**src/rtl/wr_dac_pkg.sv**
```systemverilog
// Shared types and constants for the VCXO tuning DAC arbiter and its SPI shifter.
package wr_dac_pkg;

    localparam int unsigned c_dac_frame_bits = 24;
    localparam int unsigned c_dac_data_bits  = 16;
    localparam logic [1:0]  c_dac_pd_normal  = 2'b00;

    typedef enum logic [2:0] {
        ST_IDLE,
        ST_BOOT,
        ST_GRANT,
        ST_SHIFT,
        ST_HOLD,
        ST_GAP
    } t_dac_arb_state;

    typedef enum logic [1:0] {
        SRC_LOOP,
        SRC_MANUAL,
        SRC_BOOT
    } t_dac_src;

    // AD5662 input shift register layout, bit 23 leaves first
    typedef struct packed {
        logic [5:0]                 rsvd;
        logic [1:0]                 pd;
        logic [c_dac_data_bits-1:0] code;
    } t_dac_frame;

    // Counter width able to hold the larger of two cycle counts (with headroom bit)
    function automatic int unsigned f_cnt_width(input int unsigned a, input int unsigned b);
        int unsigned m;
        m = (a > b) ? a : b;
        return $clog2(m) + 1;
    endfunction

endpackage

```
**src/rtl/spi_dac_shifter.sv**
```systemverilog
// Serializes one 24-bit DAC frame: ncs low, sclk idles high, din changes on sclk rise,
// DAC samples on sclk fall; one extra high half-period before ncs is released.
module spi_dac_shifter
    import wr_dac_pkg::*;
#(
    parameter int unsigned g_sclk_div = 4
) (
    input  logic       clk_sys_i,
    input  logic       rst_n_i,
    input  logic       start_i,
    input  t_dac_frame word_i,
    output logic       finish_c_o,
    output logic       dac_ncs_o,
    output logic       dac_sclk_o,
    output logic       dac_din_o
);

    localparam int unsigned              c_div_w    = f_cnt_width(g_sclk_div, 1);
    localparam logic [c_div_w-1:0]       c_div_last = c_div_w'(g_sclk_div - 1);
    localparam logic [4:0]               c_bit_last = 5'(c_dac_frame_bits - 1);

    logic                        active_q;
    logic                        tail_q;
    logic                        low_q;
    logic [c_div_w-1:0]          div_q;
    logic [4:0]                  bit_q;
    logic [c_dac_frame_bits-1:0] sr_q;
    logic                        ncs_q;
    logic                        sclk_q;
    logic                        din_q;
    logic                        phase_end_c;

    assign phase_end_c = active_q && (div_q == c_div_last);
    assign finish_c_o  = phase_end_c && tail_q;

    always_ff @(posedge clk_sys_i or negedge rst_n_i) begin
        if (!rst_n_i) begin
            active_q <= 1'b0;
            tail_q   <= 1'b0;
            low_q    <= 1'b0;
            div_q    <= '0;
            bit_q    <= '0;
            sr_q     <= '0;
            ncs_q    <= 1'b1;
            sclk_q   <= 1'b1;
            din_q    <= 1'b0;
        end else if (start_i && !active_q) begin
            active_q <= 1'b1;
            tail_q   <= 1'b0;
            low_q    <= 1'b0;
            div_q    <= '0;
            bit_q    <= '0;
            sr_q     <= {word_i[c_dac_frame_bits-2:0], 1'b0};
            ncs_q    <= 1'b0;
            sclk_q   <= 1'b1;
            din_q    <= word_i[c_dac_frame_bits-1];
        end else if (active_q) begin
            if (!phase_end_c) begin
                div_q <= div_q + c_div_w'(1);
            end else begin
                div_q <= '0;
                if (tail_q) begin
                    active_q <= 1'b0;
                    tail_q   <= 1'b0;
                    ncs_q    <= 1'b1;
                    din_q    <= 1'b0;
                end else if (!low_q) begin
                    low_q  <= 1'b1;
                    sclk_q <= 1'b0;
                end else if (bit_q == c_bit_last) begin
                    // last bit sampled: one more high half-period before deselect
                    low_q  <= 1'b0;
                    sclk_q <= 1'b1;
                    tail_q <= 1'b1;
                end else begin
                    low_q  <= 1'b0;
                    sclk_q <= 1'b1;
                    bit_q  <= bit_q + 5'd1;
                    din_q  <= sr_q[c_dac_frame_bits-1];
                    sr_q   <= {sr_q[c_dac_frame_bits-2:0], 1'b0};
                end
            end
        end
    end

    assign dac_ncs_o  = ncs_q;
    assign dac_sclk_o = sclk_q;
    assign dac_din_o  = din_q;

endmodule

```
**src/rtl/vcxo_dac_arbiter.sv**
```systemverilog
// Shares the VCXO tuning DAC between the softPLL loop and a host override:
// coalesces pending writes, arbitrates round-robin, issues a boot write, reports last code.
module vcxo_dac_arbiter
    import wr_dac_pkg::*;
#(
    parameter int unsigned g_sclk_div   = 4,
    parameter int unsigned g_gap_cycles = 8,
    parameter int unsigned g_boot_write = 1,
    parameter logic [15:0] g_init_value = 16'h8000
) (
    input  logic        clk_sys_i,
    input  logic        rst_n_i,
    input  logic [15:0] loop_value_i,
    input  logic        loop_load_i,
    input  logic [15:0] manual_value_i,
    input  logic        manual_load_i,
    input  logic        manual_en_i,
    output logic        loop_ovr_o,
    output logic        busy_o,
    output logic        done_o,
    output logic [15:0] cur_value_o,
    output logic        dac_ncs_o,
    output logic        dac_sclk_o,
    output logic        dac_din_o
);

    localparam int unsigned        c_cnt_w    = f_cnt_width(g_sclk_div, g_gap_cycles);
    localparam int unsigned        c_gap_len  = (g_gap_cycles > 2 * g_sclk_div) ?
                                                g_gap_cycles : 2 * g_sclk_div;
    // HOLD accounts for the first deselected cycle, the counter covers the rest
    localparam logic [c_cnt_w-1:0] c_gap_load = c_cnt_w'(c_gap_len - 2);

    t_dac_arb_state              state_q;
    logic                        loop_pend_q;
    logic [c_dac_data_bits-1:0]  loop_val_q;
    logic                        man_pend_q;
    logic [c_dac_data_bits-1:0]  man_val_q;
    logic                        boot_pend_q;
    t_dac_src                    rr_last_q;
    logic [c_cnt_w-1:0]          gap_q;
    logic [c_dac_data_bits-1:0]  code_q;
    logic [c_dac_data_bits-1:0]  cur_value_q;
    logic                        busy_q;
    logic                        done_q;
    logic                        loop_ovr_q;

    logic                        loop_elig_c;
    logic                        grant_c;
    t_dac_src                    grant_src_c;
    logic [c_dac_data_bits-1:0]  grant_code_c;
    t_dac_frame                  frame_c;
    logic                        shift_finish_c;

    assign loop_elig_c = loop_pend_q && !manual_en_i;

    // Arbitration: boot write first, then round-robin between eligible requesters
    always_comb begin
        grant_c      = 1'b0;
        grant_src_c  = SRC_LOOP;
        grant_code_c = loop_val_q;
        if (state_q == ST_IDLE) begin
            if (boot_pend_q) begin
                grant_c     = 1'b1;
                grant_src_c = SRC_BOOT;
            end else if (man_pend_q && (!loop_elig_c || rr_last_q == SRC_LOOP)) begin
                grant_c     = 1'b1;
                grant_src_c = SRC_MANUAL;
            end else if (loop_elig_c) begin
                grant_c     = 1'b1;
                grant_src_c = SRC_LOOP;
            end
        end
        case (grant_src_c)
            SRC_MANUAL: grant_code_c = man_val_q;
            SRC_BOOT:   grant_code_c = g_init_value;
            default:    grant_code_c = loop_val_q;
        endcase
    end

    assign frame_c = '{rsvd: 6'd0, pd: c_dac_pd_normal, code: grant_code_c};

    always_ff @(posedge clk_sys_i or negedge rst_n_i) begin
        if (!rst_n_i) begin
            state_q     <= ST_IDLE;
            loop_pend_q <= 1'b0;
            loop_val_q  <= '0;
            man_pend_q  <= 1'b0;
            man_val_q   <= '0;
            boot_pend_q <= (g_boot_write != 0);
            rr_last_q   <= SRC_LOOP;
            gap_q       <= '0;
            code_q      <= '0;
            cur_value_q <= '0;
            busy_q      <= 1'b0;
            done_q      <= 1'b0;
            loop_ovr_q  <= 1'b0;
        end else begin
            done_q     <= shift_finish_c;
            loop_ovr_q <= loop_load_i && loop_pend_q &&
                          !(grant_c && grant_src_c == SRC_LOOP);

            // A load in the grant cycle stays pending; the old word is the one sent
            if (loop_load_i) begin
                loop_pend_q <= 1'b1;
                loop_val_q  <= loop_value_i;
            end else if (grant_c && grant_src_c == SRC_LOOP) begin
                loop_pend_q <= 1'b0;
            end
            if (manual_load_i) begin
                man_pend_q <= 1'b1;
                man_val_q  <= manual_value_i;
            end else if (grant_c && grant_src_c == SRC_MANUAL) begin
                man_pend_q <= 1'b0;
            end

            case (state_q)
                ST_IDLE: begin
                    if (grant_c) begin
                        busy_q <= 1'b1;
                        code_q <= grant_code_c;
                        if (grant_src_c == SRC_BOOT) begin
                            state_q     <= ST_BOOT;
                            boot_pend_q <= 1'b0;
                        end else begin
                            state_q   <= ST_GRANT;
                            rr_last_q <= grant_src_c;
                        end
                    end
                end
                ST_BOOT, ST_GRANT: begin
                    state_q <= ST_SHIFT;
                end
                ST_SHIFT: begin
                    if (shift_finish_c) begin
                        state_q     <= ST_HOLD;
                        cur_value_q <= code_q;
                    end
                end
                ST_HOLD: begin
                    state_q <= ST_GAP;
                    gap_q   <= c_gap_load;
                end
                ST_GAP: begin
                    if (gap_q == '0) begin
                        state_q <= ST_IDLE;
                        busy_q  <= 1'b0;
                    end else begin
                        gap_q <= gap_q - c_cnt_w'(1);
                    end
                end
                default: begin
                    state_q <= ST_IDLE;
                end
            endcase
        end
    end

    spi_dac_shifter #(
        .g_sclk_div (g_sclk_div)
    ) u_shifter (
        .clk_sys_i  (clk_sys_i),
        .rst_n_i    (rst_n_i),
        .start_i    (grant_c),
        .word_i     (frame_c),
        .finish_c_o (shift_finish_c),
        .dac_ncs_o  (dac_ncs_o),
        .dac_sclk_o (dac_sclk_o),
        .dac_din_o  (dac_din_o)
    );

    assign loop_ovr_o  = loop_ovr_q;
    assign busy_o      = busy_q;
    assign done_o      = done_q;
    assign cur_value_o = cur_value_q;

endmodule

```
**config.mk**
```make
export PLATFORM = sky130hd
export DESIGN_NAME = vcxo_dac_arbiter
export DESIGN_NICKNAME = d
export VERILOG_FILES = /design/src/rtl/wr_dac_pkg.sv /design/src/rtl/spi_dac_shifter.sv /design/src/rtl/vcxo_dac_arbiter.sv
export SDC_FILE = /design/constraint.sdc
export NUM_CORES = 1
export LEC_CHECK = 0
export BUFFER_PORTS_ARGS = -buffer_cell sky130_fd_sc_hd__buf_2
export CAP_MARGIN = 20
export CORE_ASPECT_RATIO = 0.8
export CORE_MARGIN = 1
export CORE_UTILIZATION = 52
export DETAILED_ROUTE_END_ITERATION = 8
export HOLD_SLACK_MARGIN = 0.08
export PLACE_DENSITY = 0.86
export SYNTH_ARGS = -nofsm -noshare
export SYNTH_HDL_FRONTEND = slang
export SYNTH_HIERARCHICAL = 1
export SYNTH_SLANG_ARGS = --single-unit
```
**constraint.sdc**
```tcl
create_clock -name clk_sys_i -period 2.2 [get_ports clk_sys_i]
set_input_delay 0.44 -clock clk_sys_i [delete_from_list [all_inputs] [get_ports clk_sys_i]]
set_output_delay 0.44 -clock clk_sys_i [all_outputs]
set_load 0.01 [all_outputs]
```
==> results of run 1 <==
report_power, final:
part           switching (mW)  leakage [nW]  total, mW  internal (mW)
clock network           0.922         0.300       2.83           1.91
registers              0.0534          1.48       2.25           2.20
logic                   0.104          1.37      0.212          0.109
how the worst max path moves through the flow:
stage | endpoint | slack [ps]
after CTS | cur_value_o[6] | 190
after global routing | cur_value_o[6] | 60
final | cur_value_o[6] | 180
after floorplan | u_shifter/sr_q[1] | 30
after detailed placement | u_shifter/bit_q[2] | 220
after global placement | u_shifter/bit_q[2] | 300
area by class of cell:
type                            count  share of cell area [%]
Sequential cell                   116                    46.9
Clock buffer                       21                    7.27
Clock inverter                     11                    2.55
Tap cell                          115                    2.32
Multi-Input combinational cell    286                    31.6
Timing Repair Buffer               78                    7.96
Antenna cell                        1                  0.0404
Inverter                           22                    1.33
cells by family after synthesis:
group / Yosys count / synth area share [%]
AO/OA/AOI/OAI: 108 / 14.9
XOR/XNOR: 3 / 0.519
adder cells (fa/ha/maj): 4 / 0.989
buffers and inverters: 49 / 4.45
flip-flops: 116 / 57.4
multiplexers: 51 / 11.3
other: 1 / 0.0741
AND/OR/NAND/NOR: 112 / 10.4
flip-flops by register name, summed over array words and instances (netlist names):
signal,cells
loop_val_q,16
u_shifter/bit_q,5
state_q,3
done_o,1
loop_pend_q,1
u_shifter/active_q,1
u_shifter/tail_q,1
u_shifter/dac_ncs_o,1
loop_ovr_o,1
rr_last_q,2
u_shifter/low_q,1
u_shifter/dac_sclk_o,1
u_shifter/sr_q,23
busy_o,1
man_pend_q,1
u_shifter/div_q,3
gap_q,4
boot_pend_q,1
man_val_q,16
u_shifter/dac_din_o,1
code_q,16
cur_value_o,16
cell usage in the layout, fill, tap and decap left out, types with 3 or more instances in the layout:
| cell | netlist | final |
|---|---|---|
| inv_1 | 22 | 22 |
| clkbuf_16 | 0 | 17 |
| nand2b_1 | 4 | 4 |
| buf_12 | 0 | 4 |
| a21oi_1 | 47 | 47 |
| clkinv_2 | 0 | 6 |
| mux2_2 | 48 | 48 |
| mux2i_1 | 3 | 3 |
| a22o_1 | 16 | 16 |
| ha_1 | 4 | 4 |
| bufinv_16 | 0 | 4 |
| o21ai_0 | 8 | 8 |
| nor3b_1 | 3 | 3 |
| xnor2_1 | 3 | 3 |
| buf_4 | 2 | 17 |
| nor2b_1 | 3 | 3 |
| nand3b_1 | 3 | 3 |
| nand2_1 | 38 | 38 |
| o211ai_1 | 3 | 3 |
| a222oi_1 | 14 | 14 |
| dfrtp_1 | 113 | 113 |
| nand3_1 | 7 | 7 |
| buf_2 | 9 | 57 |
| dfstp_2 | 3 | 3 |
| a21o_1 | 3 | 3 |
| nor2_1 | 38 | 38 |
| nor3_1 | 3 | 3 |
| clkbuf_1 | 11 | 3 |
| conb_1 | 1 | 8 |
layer usage:
layer / GRT usage (%) / part of all wire [%]
met1: 32.0 / 43
met2: 38.7 / 48
met3: 6.54 / 7.5
met4: 11.3 / 2.2
met5: 0 / 0
metrics by stage:
step / util [%] / hold slack [ps] / power (mW) / cells
after floorplan: - / 144 / 2.38 / 451
after global placement: 60.5 / 465 / 2.48 / 617
after detailed placement: 60.5 / 489 / 2.50 / 617
after CTS: 67.1 / 83.2 / 5.34 / 649
after global routing: 67.1 / 124 / 5.46 / 649
final: 67.1 / 73.6 / 5.30 / 650
==> summary.txt, run 1 <==
Status
  – Status: finished with violations
  – Failing checks: DRC

Setup path
  – Crit start category: flip-flop
  – R2r endpoint: cur_value_o[6]
  – Worst reg2reg startpoint: u_shifter/div_q[0]
  – Buf+Inv Stages, Crit Path: 1
  – Setup CP Type: reg -> reg
  – Crit. End Element: flip-flop
  – Slowest stage cell, crit path: dfrtp_1
  – Crit path cell chain: ha_1, nand2_1, or2_1, nor2_1, and2_1, nand3b_1, buf_12, mux2_2
  – Crit path max-delay family: simple AND/OR/NAND/NOR gates
  – Worst Path Arrival: 2310 ps
  – Critical path peak fanout: 14
  – Internal reg-to-reg setup slack: around 180 ps
  – Crit. Startpoint: u_shifter/div_q[0]
  – Max stage delay on crit path: 370 ps
  – Number of cells on the critical path: 8
  – R2R depth: 8
  – CP required: 2490 ps

Floorplan
  – Die H: approximately 90 um
  – Die area: roughly 10000 sq um
  – Rows: 31
  – Die width: 112 um
  – Core Area: between 9000 and 10000 sq um
  – Starting Density: 54.8%
  – # IOs: 59

Routing
  – Avg WL per Cell: approximately 18 um
  – DR iter-0 viols: 429
  – DR vias/cell: between 5 and 6
  – Drt drc: 6
  – First drt pass iteration count: 8
  – Final ANT Viol Nets: 0
  – Post-Route WL: around 12000 um
  – Routed vias: 3836

Power and ir drop
  – Leak: about 3.1 nW
  – PD cells: 855 nW/um^2
  – Max rail drop VDD: 0.000697 V

Timing
  – Worst setup margin: 178 ps
  – Setup tns final: 0 ps
  – Highest clock rate: around 490 MHz
  – Ratio of final minimum period to clock period: 91.9%
  – Fin. max-slew vios: 0
  – Worst Tran Pin Value: 669 ps
  – RSZ-0062 raised after global routing: no
  – Clock skew: 7.23 ps
  – Min cycle time layout: 2020 ps
  – # setup viols final: 0
  – Worst slew margin: between 50% and 60%
  – Fin. Hold Viols: 0

Synthesis
  – Synth cell count leaders: dfrtp_1 (113), mux2_2 (48), a21oi_1 (47)
  – Register area share after synthesis: 57.4%
  – Most common cell in the netlist: dfrtp_1
  – Number of synthesized flops with an enable pin: 0
  – Dominant cell type by area after synthesis: dfrtp_1
  – Dominant register cell in the synthesized netlist: dfrtp_1
  – Synth top area cells: dfrtp_1 (56%), mux2_2 (11%), a21oi_1 (4.6%)
  – YS warnings: 6
  – #FFs+latches synth: 116
  – Async set-reset flop share out of synthesis: 100%
  – Post-synth cell types: just over 50
  – Post-synthesis cell count: between 400 and 500
  – Synth top area share: a little under three fifths
  – Mapped Area: 5060 sq um
  – Syn Area/Cell: between 10 and 15 sq um

GRT
  – Total congestion overflow: 0
  – First-pass GRT wire length: between 15000 and 20000 um
  – Antenna violations before repair: 0
  – Vias in the first global route: about 3800
  – Largest net degree at the start of global routing: 53
  – Tot GR Track Use: 24.6%

Place
  – RD Place Congestion: just under 0.8
  – DP Wirelength: about 7100 um
  – Cell Area, Placed: ~5600 sq um
  – Setup WS pre-CTS: ~220 ps
  – I/O Buffers: between 50 and 60

Run
  – Max-cap check violation count: 0

Layout
  – Area Growth Syn to Fin: 22.3%
  – Fillcell total: around 640
  – Post-route design area: around 6200 sq um
  – Fraction of layout cells with a size suffix above 1: 30.3%
  – Multi-input gate area in the final layout: about 2000 sq um
  – Final nets: roughly 560
  – FF/Latch Area: a little under 3000 sq um

Clocking
  – CTS clk-pin slew, worst paths: approximately 50 ps
  – Clock sinks: 116
  – Post-CTS sizing: 0
  – Clk_lat worst skew: around 400 ps
  – Post-CTS setup buffers: 0
  – CTS H-Tree Depth: 4
  – CTS max path bufs: 2
  – CTS buffer count: 17
  – Post-CTS Hold Fix Bufs: 0
  – CTS Root Cell: clkbuf_16
  – CTS tree: built

Hold path
  – Hold Path Class: in -> async
Note: power is estimated with default switching activity, not from simulation.
==> inputs of run 2 (changes only) <==
- CORE_ASPECT_RATIO: 0.8 -> 1.5
- CORE_UTILIZATION: 52 -> 60
- PLACE_DENSITY: 0.86 -> 0.93
- TNS_END_PERCENT: unset -> 5
- clock period: 2.2 -> 2.33 ns (I/O delays scaled with it)
==> run 2 against run 1 <==
The run now ends clean; flip-flop and latch count unchanged; setup slack improved by 19 ps; cell area is 1.4% lower; critical path type unchanged.
==> summary.txt, run 2 (same netlist as run 1, synthesis figures left out) <==
Clocking
  – Clock sinks: 116 (unchanged)
  – CTS clk-pin slew, worst paths: 50 ps (about the same)
  – CTS Root Cell: clkbuf_16 (unchanged)
  – CTS buffer count: 17 (unchanged)
  – CTS H-Tree Depth: 4 (unchanged)
  – CTS max path bufs: 2 (unchanged)
  – Clk_lat worst skew: 410 ps (about the same)
  – Post-CTS setup buffers: 0 (unchanged)
  – Post-CTS Hold Fix Bufs: 1 (was 0)
  – Post-CTS sizing: 0 (unchanged)
  – CTS tree: built (unchanged)

Floorplan
  – Die width: 77.0 um (was 112 um)
  – Core Area: 8110 sq um (was 9230 sq um)
  – Rows: 40 (was 31)
  – Starting Density: 62.4% (was 54.8%)
  – Die H: 114 um (was 90.2 um)
  – Die area: 8810 sq um (was 10100 sq um)
  – # IOs: 59 (unchanged)

Layout
  – Most common cell after layout, fill and taps aside: dfrtp_1 (unchanged)
  – Multi-input gate area in the final layout: 1960 sq um (unchanged)
  – Area Growth Syn to Fin: 20.7% (was 22.3%)
  – ANT cells: 0 (was 1)
  – Fillcell total: 477 (was 644)
  – Biggest register: u_shifter/sr_q (unchanged)
  – Most frequent cells in the layout: dfrtp_1 (113), buf_2 (57), mux2_2 (48) (unchanged)
  – Fraction of layout cells with a size suffix above 1: 29.9% (was 30.3%)
  – Final Util: 75.3% (was 67.1%)
  – FF/Latch Area: 2910 sq um (unchanged)
  – Finished Layout Cells: 640 (was 650)
  – Final nets: 564 (was 562)
  – Largest register FFs: 23 (unchanged)

Place
  – Setup WS pre-CTS: 258 ps (was 220 ps)
  – RD Place Congestion: 0.812 (was 0.789)
  – DP Wirelength: 7300 um (was 7100 um)
  – Placed cells: 608 (was 617)
  – I/O Buffers: 58 (unchanged)

Setup path
  – Crit start category: flip-flop (unchanged)
  – Crit path max-delay family: simple AND/OR/NAND/NOR gates (unchanged)
  – Slowest stage cell, crit path: dfrtp_1 (unchanged)
  – Crit. End Element: flip-flop (unchanged)
  – CP required: 2660 ps (was 2490 ps)
  – Setup CP Type: reg -> reg (unchanged)
  – R2r endpoint: u_shifter/sr_q[16] (was cur_value_o[6])
  – Worst Path Arrival: 2460 ps (was 2310 ps)
  – Buf+Inv Stages, Crit Path: 2 (was 1)
  – Crit path cell chain: or3_4, a21o_1, inv_1, nor2b_1, buf_4, a21oi_1, a21oi_1 (was ha_1, nand2_1, or2_1, nor2_1, and2_1, nand3b_1, buf_12, mux2_2)
  – CP dominant cell by count: a21oi_1
  – Internal reg-to-reg setup slack: 200 ps (was 180 ps)
  – Critical path peak fanout: 13 (was 14)
  – Max stage delay on crit path: 440 ps (was 370 ps)
  – Worst reg2reg startpoint: state_q[1] (was u_shifter/div_q[0])
  – R2R depth: 7 (was 8)

Timing
  – Min cycle time layout: 2130 ps (was 2020 ps)
  – Ratio of final minimum period to clock period: 91.5% (was 91.9%)
  – Worst setup margin: 197 ps (was 178 ps)
  – Clock skew: 6.98 ps (was 7.23 ps)
  – # setup viols final: 0 (unchanged)
  – Fin. max-slew vios: 0 (unchanged)
  – Setup tns final: 0 ps (unchanged)
  – Fin. Hold Viols: 0 (unchanged)
  – RSZ-0062 raised after global routing: no (unchanged)
  – Highest clock rate: 469 MHz (was 495 MHz)

Power and ir drop
  – Leak: 3.11 nW (was 3.15 nW)
  – PD cells: 782 nW/um^2 (was 855 nW/um^2)
  – Max rail drop VDD: 0.000808 V (was 0.000697 V)

GRT
  – Tot GR Track Use: 29.5% (was 24.6%)
  – Vias in the first global route: 4067 (was 3794)
  – Largest net degree at the start of global routing: 58 (was 53)
  – First-pass GRT wire length: 19500 um (was 18900 um)
  – Antenna violations before repair: 0 (unchanged)
  – Total congestion overflow: 0 (unchanged)

Routing
  – Final ANT Viol Nets: 0 (unchanged)
  – Drt drc: 0 (was 6)
  – DR vias/cell: 6.01 (was 5.90)
  – Post-Route WL: 11900 um (was 11500 um)
  – Avg WL per Cell: 18.6 um (was 17.7 um)
  – First drt pass iteration count: 6 (was 8)
  – Routed vias: 3847 (was 3836)
  – DR iter-0 viols: 392 (was 429)

Hold path
  – Hold Path Class: in -> reg (was in -> async)
  – WHS Endpoint: loop_val_q[15]
  – Hold Path Cell Cnt: 2
  – Hold_sp: loop_value_i[15]

Status
  – Status: complete, no violations (was finished with violations)

Run
  – Max-cap check violation count: 0 (unchanged)
-- run 2: where the power goes --
| part | internal, mW | total [mW] | leakage (nW) | switching (mW) |
|---|---|---|---|---|
| sequential | 2.08 | 2.13 | 1.48 | 0.0526 |
| combinational | 0.104 | 0.200 | 1.36 | 0.0968 |
| clock | 1.59 | 2.44 | 0.277 | 0.848 |
| total | 3.78 | 4.77 | 3.11 | 0.998 |
-- run 2: layout make-up --
type / instances / share of cell area (%)
sequential: 116 / 47.6
multi-input combinational: 286 / 32.0
clock buffer: 27 / 8.40
timing repair buffer: 80 / 7.74
tap: 105 / 2.15
inverter: 22 / 1.35
clock inverter: 4 / 0.738
-- run 2: per-stage QoR --
stage	power, mW	hold WS [ps]	instance area (sq um)
after CTS	4.79	270	6110
after global placement	2.34	458	5540
after floorplan	2.25	170	5090
after detailed placement	2.36	462	5540
after global routing	4.91	278	6110
final	4.77	281	6110
-- run 2: worst max path at each step --
stage	cells after the start	from	slack, ps	end
after detailed placement	7	state_q[1]	260	u_shifter/sr_q[23]
after floorplan	9	boot_pend_q	80	u_shifter/sr_q[1]
after CTS	7	state_q[1]	200	u_shifter/sr_q[16]
after global routing	7	state_q[1]	60	u_shifter/sr_q[16]
final	7	state_q[1]	200	u_shifter/sr_q[16]
after global placement	7	state_q[1]	350	u_shifter/sr_q[11]
-- run 2: metal layers --
layer	global-route usage, %	up-vias	share of wire [%]
met3	7.25	45	5.4
met1	33.5	1904	37
met5	0	-	0
li1	-	1731	-
met4	17.2	0	3.9
met2	50.5	167	54
